[src/rtl/fetch_sequencer.sv]
`default_nettype none
// ============================================================================
// Module   : fetch_sequencer
// Purpose  : Owns the architectural PC. Fetches one instruction at a time
//            over a req/gnt/rvalid memory handshake, holds it for
//            decode/execute until it retires, then commits the next PC
//            supplied by the PC-select mux. Misaligned targets and
//            fetch-response timeouts put the block into a sticky fault
//            state that only reset clears.
// Ports    :
//   clk          in   1   core clock, rising edge
//   rst_n        in   1   synchronous active-low reset
//   halt         in   1   stop fetching once the current instruction retires
//   imem_req     out  1   fetch request (REQ state only)
//   imem_addr    out  32  fetch address (= pc)
//   imem_gnt     in   1   request accepted this cycle
//   imem_rvalid  in   1   read data valid
//   imem_rdata   in   32  instruction word
//   instr_valid  out  1   instr/instr_pc hold a valid instruction
//   instr        out  32  captured instruction word
//   instr_pc     out  32  address of instr
//   instr_ready  in   1   execute retires instr this cycle
//   pc_next      in   32  next PC, sampled only at retire
//   pc           out  32  architectural PC
//   halted       out  1   in HALTED state
//   fault        out  1   sticky fault
//   fault_cause  out  2   00 none, 01 misaligned target, 10 fetch timeout
// Revision : 1.0 - initial release
// ============================================================================
module fetch_sequencer #(
  parameter logic [31:0] RESET_VECTOR   = 32'h0040_0000,
  parameter int          TIMEOUT_CYCLES = 15
) (
  input  logic        clk,
  input  logic        rst_n,
  input  logic        halt,
  output logic        imem_req,
  output logic [31:0] imem_addr,
  input  logic        imem_gnt,
  input  logic        imem_rvalid,
  input  logic [31:0] imem_rdata,
  output logic        instr_valid,
  output logic [31:0] instr,
  output logic [31:0] instr_pc,
  input  logic        instr_ready,
  input  logic [31:0] pc_next,
  output logic [31:0] pc,
  output logic        halted,
  output logic        fault,
  output logic [1:0]  fault_cause
);

  localparam int CW = $clog2(TIMEOUT_CYCLES + 1);

  // Counter value seen during the last permitted WAIT cycle, and the
  // saturation ceiling.
  localparam logic [CW-1:0] c_TO_LAST = CW'(TIMEOUT_CYCLES - 1);
  localparam logic [CW-1:0] c_TO_MAX  = CW'(TIMEOUT_CYCLES);

  localparam logic [2:0] c_IDLE   = 3'd0;
  localparam logic [2:0] c_REQ    = 3'd1;
  localparam logic [2:0] c_WAIT   = 3'd2;
  localparam logic [2:0] c_ISSUE  = 3'd3;
  localparam logic [2:0] c_HALTED = 3'd4;
  localparam logic [2:0] c_FAULT  = 3'd5;

  localparam logic [1:0] c_CAUSE_NONE     = 2'b00;
  localparam logic [1:0] c_CAUSE_MISALIGN = 2'b01;
  localparam logic [1:0] c_CAUSE_TIMEOUT  = 2'b10;

  logic [2:0]    r_state;
  logic [2:0]    w_state_nxt;
  logic [31:0]   r_pc;
  logic [31:0]   r_instr;
  logic [31:0]   r_instr_pc;
  logic [CW-1:0] r_cnt;
  logic [1:0]    r_cause;

  logic          w_capture;
  logic          w_retire;
  logic          w_clr_cnt;
  logic          w_inc_cnt;
  logic          w_set_cause;
  logic [1:0]    w_cause_nxt;

  // --------------------------------------------------------------------------
  // State register
  // --------------------------------------------------------------------------
  always_ff @(posedge clk) begin
    if (!rst_n) begin
      r_state <= c_IDLE;
    end else begin
      r_state <= w_state_nxt;
    end
  end

  // --------------------------------------------------------------------------
  // Next-state logic and datapath enables
  // --------------------------------------------------------------------------
  always_comb begin
    w_state_nxt = r_state;
    w_capture   = 1'b0;
    w_retire    = 1'b0;
    w_clr_cnt   = 1'b0;
    w_inc_cnt   = 1'b0;
    w_set_cause = 1'b0;
    w_cause_nxt = c_CAUSE_NONE;

    case (r_state)
      c_IDLE: begin
        w_state_nxt = halt ? c_HALTED : c_REQ;
      end

      // halt is deliberately not looked at here: a request on the bus
      // must be allowed to complete.
      c_REQ: begin
        if (imem_gnt && imem_rvalid) begin
          w_capture   = 1'b1;
          w_state_nxt = c_ISSUE;
        end else if (imem_gnt) begin
          w_clr_cnt   = 1'b1;
          w_state_nxt = c_WAIT;
        end
      end

      // A response in the final permitted cycle still wins over the timeout.
      c_WAIT: begin
        if (imem_rvalid) begin
          w_capture   = 1'b1;
          w_state_nxt = c_ISSUE;
        end else begin
          w_inc_cnt = 1'b1;
          if (r_cnt >= c_TO_LAST) begin
            w_set_cause = 1'b1;
            w_cause_nxt = c_CAUSE_TIMEOUT;
            w_state_nxt = c_FAULT;
          end
        end
      end

      // The PC is committed even on a misaligned target so the offending
      // address is visible for debug.
      c_ISSUE: begin
        if (instr_ready) begin
          w_retire = 1'b1;
          if (pc_next[1:0] != 2'b00) begin
            w_set_cause = 1'b1;
            w_cause_nxt = c_CAUSE_MISALIGN;
            w_state_nxt = c_FAULT;
          end else if (halt) begin
            w_state_nxt = c_HALTED;
          end else begin
            w_state_nxt = c_REQ;
          end
        end
      end

      c_HALTED: begin
        if (!halt) begin
          w_state_nxt = c_REQ;
        end
      end

      c_FAULT: begin
        w_state_nxt = c_FAULT;
      end

      default: begin
        w_state_nxt = c_IDLE;
      end
    endcase
  end

  // --------------------------------------------------------------------------
  // Output decode (state only, no input-to-output paths)
  // --------------------------------------------------------------------------
  always_comb begin
    imem_req    = 1'b0;
    instr_valid = 1'b0;
    halted      = 1'b0;
    fault       = 1'b0;
    case (r_state)
      c_REQ:    imem_req    = 1'b1;
      c_ISSUE:  instr_valid = 1'b1;
      c_HALTED: halted      = 1'b1;
      c_FAULT:  fault       = 1'b1;
      default:  ;
    endcase
  end

  // --------------------------------------------------------------------------
  // Datapath registers
  // --------------------------------------------------------------------------
  always_ff @(posedge clk) begin
    if (!rst_n) begin
      r_pc       <= RESET_VECTOR;
      r_instr    <= 32'h0;
      r_instr_pc <= 32'h0;
      r_cnt      <= '0;
      r_cause    <= c_CAUSE_NONE;
    end else begin
      if (w_capture) begin
        r_instr    <= imem_rdata;
        r_instr_pc <= r_pc;
      end
      if (w_retire) begin
        r_pc <= pc_next;
      end
      // Saturating timeout counter.
      if (w_clr_cnt) begin
        r_cnt <= '0;
      end else if (w_inc_cnt && (r_cnt != c_TO_MAX)) begin
        r_cnt <= r_cnt + 1'b1;
      end
      if (w_set_cause) begin
        r_cause <= w_cause_nxt;
      end
    end
  end

  assign imem_addr   = r_pc;
  assign pc          = r_pc;
  assign instr       = r_instr;
  assign instr_pc    = r_instr_pc;
  assign fault_cause = r_cause;

endmodule
`default_nettype wire

[config.mk]
export PLATFORM = sky130hd
export DESIGN_NAME = fetch_sequencer
export DESIGN_NICKNAME = d
export VERILOG_FILES = /design/src/rtl/fetch_sequencer.sv
export SDC_FILE = /design/constraint.sdc
export NUM_CORES = 1
export LEC_CHECK = 0
export BUFFER_PORTS_ARGS = -buffer_cell sky130_fd_sc_hd__buf_2
export CORE_MARGIN = 3
export CORE_UTILIZATION = 42
export DETAILED_ROUTE_END_ITERATION = 8
export PLACE_DENSITY = 0.73
export SLEW_MARGIN = 15
export SYNTH_ARGS = -nofsm -noshare
export SYNTH_HDL_FRONTEND = slang
export SYNTH_SLANG_ARGS = --single-unit
export TNS_END_PERCENT = 20
[constraint.sdc]
create_clock -name clk -period 1.3 [get_ports clk]
set_clock_uncertainty 0.1 [all_clocks]
set_input_delay 0.26 -clock clk [delete_from_list [all_inputs] [get_ports clk]]
set_output_delay 0.26 -clock clk [all_outputs]
set_load 0.05 [all_outputs]
Word-level counts from Yosys, hierarchy flattened

Cells that the tools add are included.

Input bits: 70
Bits in registers: 105
Output and inout bits: 134
Logic and storage cells: 58

Add/subtract/negate cells: 1
$lt $le $gt $ge: 1
Equality and inequality tests: 10
Mux-type cells: 33
Bitwise logic cells: 1
Reductions and logical operators: 6

Operators by type and width:

| operator              | number |
|---|---|
| $mux W3               | 8 |
| $mux W1               | 19 |
| $pmux W3 S6           | 1 |
| $eq A3 B2 Y1 const B  | 2 |
| $eq A3 B3 Y1 const B  | 2 |
| $ne A3 B3 Y1 const B  | 2 |
| $add A4 B1 Y4 const B | 1 |
| $ge A4 B4 Y1 const B  | 1 |
| $mux W2               | 2 |
| $ne A2 B2 Y1 const B  | 2 |
| $ne A4 B4 Y1 const B  | 1 |
| $pmux W1 S2           | 2 |
| $pmux W2 S2           | 1 |
| $reduce_and A4 Y1     | 1 |
| $eq A3 B1 Y1 const B  | 1 |
| $logic_not A3 Y1      | 1 |
| $logic_and A1 B1 Y1   | 2 |
| $reduce_bool A2 Y1    | 1 |
| $reduce_or A2 Y1      | 1 |
| $not A1 Y1            | 1 |

Depth between registers and ports, before layout

Depth in word-level cells: 4
Depth in mapped cells: 6
Gate-level depth less buffers: 6

Worst setup path before layout

Ideal clock, no wire load.

Path type: register -> register
Start: register r_state[1]
End: register r_state[0]
Clock period less this slack: 2.345 ns
Cell stages (with the launch flop): 5
Required time: 1.077 ns
Slack: -1.045 ns
Arrival time: 2.122 ns
Buffers on the path: 1
Library setup time: 0.123 ns
Cells stage by stage: dfxtp_1 > clkbuf_1 > nor3b_1 > a21oi_1 > mux2i_1

Word-level cells in the longest chain between the ends: 3
Elaborated cells between the ends (all ways): 12
Those cells by class: eq/ne: 9; mux: 1; reduce/logical: 2

RTL lines:

| element                                                              | RTL line | source |
|---|---|---|
| from (decl)                                                          | 71       | `logic [2:0] r_state;` |
| from (signal assigned)                                               | 91       | `r_state <= c_IDLE;` |
| from (signal assigned)                                               | 93       | `r_state <= w_state_nxt;` |
| $eq A3 B2 Y1 (tied with other cells)                                 | 109      | `case (r_state)` |
| $ne A3 B3 Y1 (no source line) / $ne A2 B2 Y1 (equally long branches) | --       |  |
| $reduce_and A4 Y1 (no source line)                                   | --       |  |

Several ways; a longest one is shown, not always the timed one.
A chain may end at the register's enable or synchronous reset.

Worst setup path after layout

Start: register r_state[2]
End: register r_instr_pc[13] (netlist: instr_pc[13])

Word-level cells in the longest chain between the ends: 2
Elaborated cells between the ends (all ways): 3
Those cells by class: eq/ne: 2; mux: 1

RTL lines:

| element                                             | RTL line | source |
|---|---|---|
| $eq A3 B2 Y1 / $eq A3 B1 Y1 (equally long branches) | 109      |  |
| $pmux W1 S2 *                                       | 109      |  |
| to (signal assigned)                                | 204      | `r_instr_pc <= r_pc;` |
| to (decl)                                           | 75       | `logic [31:0] r_instr_pc;` |

Mark *: on every way between the ends. The rest lies on a longest branch, timed or not.

==> results.py <==
metrics = {
    "job": {
        "maxCapViolations": 0,
    },
    "logic_synthesis": {
        "synthFlopType": "dfxtp_1",
        "synth_edf_count": 0,
        "yosysTopAreaCell": "dfxtp_1",
        "synth_cells": 518,
        "yosysSeqAreaShare_pct": 47.9,
        "syn-mean-instance-area_sq_um": 8.47,
        "synth_commonest_cells": "nand2_1, dfxtp_1, a21boi_1",
        "async_reset_ff_share_pct": 0,
        "synthTopCellsByArea": "dfxtp_1, nand2_1, a21boi_1, a21boi_0, buf_4",
        "synth_area_sq_um": 4390,
        "synth_top_area_share_pct": 47.9,
        "yosysWarnings": 0,
        "synth.most_common_cell": "nand2_1",
        "synthesis.nets": 590,
        "synth-seq-cells": 105,
        "synth_cell_types": 37,
    },
    "outcome": {
        "violations": "setup timing",
        "status": "finished with violations",
    },
    "timing": {
        "fin_ws_ps": -371,
        "final_hold_viol_count": 0,
        "drv_slew": 0,
        "finalCriticalPeriod_ps": 1670,
        "timing.final.crit_share_pct": 129,
        "setup_viol": 111,
        "slew-limit-headroom_pct": 78.0,
        "rsz0062_at_grt": "yes",
        "max_freq_mhz": 598,
        "tightest_slew_ps": 328,
    },
    "layout": {
        "instances_no_fill": 865,
        "antenna_cells": 0,
        "synthToLayoutAreaGrowth_pct": 73.6,
        "final_util_pct": 76.5,
        "multi_input_area_sq_um": 2200,
        "drive_gt1_share_pct": 54.5,
        "finish.net_count": 799,
        "fillers": 622,
        "seqCellArea_sq_um": 2250,
    },
    "power": {
        "power.leakage_nw": 3.24,
        "power_mw": 9.11,
        "ir_worst_vdd_mv": 0.937,
        "power_density_nw_per_um2": 1200,
    },
    "global_route": {
        "grt_max_degree": 45,
        "grt-ovfl-total": 0,
        "grt_pass1_wl_um": 20600,
        "grt_pass1_vias": 4156,
        "grt.total_usage_pct": 22.3,
        "antenna_found_initial": 0,
    },
    "floorplan": {
        "fp.dieW_um": 108,
        "rows": 36,
        "die_h_um": 108,
        "io_pins": 204,
        "start_util_pct": 44.1,
        "die_area_sq_um": 11700,
        "core_area_sq_um": 9950,
    },
    "clocking": {
        "clk_pin_slew_ps": 120,
        "cts_buffers": 9,
        "clock_path_buffers": 2,
        "clock-root-buffer": "clkbuf_8",
        "clock_sinks": 105,
        "htree_levels": 3,
        "cts_tree": "done",
        "clk-insertion-delay-late_ps": 360,
    },
    "hold_path": {
        "hold_path_startpoint": "pc_next[6]",
        "hp-class": "in2reg",
    },
    "place": {
        "gp_congestion": 0.811,
        "port_buffers": 203,
        "place_hpwl_um": 8410,
        "preCtsSetupSlack_ps": -293,
        "dp_cells": 814,
    },
    "worst_setup_path": {
        "critPathLaunch": "r_state[2]",
        "arrival_ps": 1870,
        "cp-start-kind": "flip-flop",
        "worstPathRequired_ps": 1500,
        "critPathKind": "reg2reg",
        "endpoint_kind": "flip-flop",
        "critPathMaxFanout": 20,
        "regToRegStartpoint": "r_state[2]",
    },
    "drt": {
        "ant_nets": 0,
        "drt_iter0_drc": 225,
        "wire_per_inst_um": 18.2,
        "viasPerCell": 5.10,
        "finalWirelength_um": 15800,
        "drtPass1Iterations": 4,
        "num_vias": 4413,
        "drc": 0,
    },
}
-- final timing paths --
check	end	slack, ps	cells after the start
max	instr_pc[13]	-370	8
min	imem_addr[6]	10	3
max reg2reg	instr_pc[13]	-370	8
min reg2reg	instr[5]	360	2
-- cell type report --
cell class | instances | share of cell area (%)
timing repair buffer | 263 | 36.8
sequential | 105 | 29.5
inverter | 1 | 0.0493
clock buffer | 10 | 1.81
clock inverter | 6 | 0.756
tap | 133 | 2.19
multi-input combinational | 347 | 28.9
-- report_power, final --
part / total, mW / internal, mW / switching (mW)
combinational: 3.55 / 1.66 / 1.89
sequential: 3.54 / 3.36 / 0.176
clock: 2.02 / 0.800 / 1.22
total: 9.11 / 5.83 / 3.28
-- cells by family after synthesis --
logic type / share of synthesized area, %
and+or+nand+nor: 20.7
AOI/OAI and AO/OA: 20.3
DFF: 47.9
buffers and inverters: 9.75
xor gates and xnor gates: 0.599
adders and majority gates: 0.570
muxes: 0.228
-- per-stage QoR --
stage	hold WS, ps	TNS (ps)	instance area, sq um
after global routing	-12.1	-35050	7610
after CTS	1.10	-23850	6790
after global placement	338	-13130	5420
after floorplan	284	-10800	4420
after detailed placement	342	-17270	5420
final	12.9	-28460	7610
-- flip-flops by register name (all words and copies together) (netlist names) --
| signal | count |
|---|---|
| fault_cause | 2 |
| imem_addr | 32 |
| instr | 32 |
| instr_pc | 32 |
| r_cnt | 4 |
| r_state | 3 |
-- worst max-delay path, stage by stage, from the launching register on --
cell and delay, ps:
dfxtp_4 390, buf_4 120, and2b_1 210, buf_4 150
o21ai_4 80, buf_6 140, buf_12 150, nand2_1 100
a21boi_2 170
-- cells in the final DEF (no fill, tap or decap), types with 2 or more instances in the layout --
master,synthesis,layout
buf_16,0,7
clkbuf_8,0,10
a21boi_2,0,21
a21boi_1,64,74
and2b_1,2,2
nand3_1,5,3
dfxtp_2,0,11
ha_1,2,2
and3b_1,3,2
nand2_2,0,18
clkbuf_16,0,5
buf_2,11,69
dfxtp_4,0,35
dfxtp_1,105,59
nand2_4,0,17
nor2_1,7,6
xor2_1,2,2
dlygate4sd3_1,0,2
nand2b_4,0,2
clkinv_4,0,2
nand2_1,195,160
and2_4,0,2
inv_8,0,2
buf_8,0,33
a21boi_0,34,3
buf_6,6,108
inv_6,0,2
buf_12,0,9
buf_4,32,30
o21ai_0,6,6
-- routing by layer --
layer,part of all wire [%],GRT usage [%],vias to the layer above,routed length (um)
met5,0,0,-,0
met4,1.4,6.76,0,214
met3,6.9,5.37,18,1100
met2,54,41.4,178,8470
met1,38,25.1,2130,5990
li1,-,-,2087,-
-- timing repair --
action | CTS | global route
cloned | 8 | 7
hold endpoints to repair | 0 | 2
buffers inserted | 14 | 7
hold buffers | 0 | 2
gates resized for setup | 318 | 202
pin swaps | 21 | 38
endpoints found under the setup margin | 239 | 229
Power figures use the tool's default switching activity.
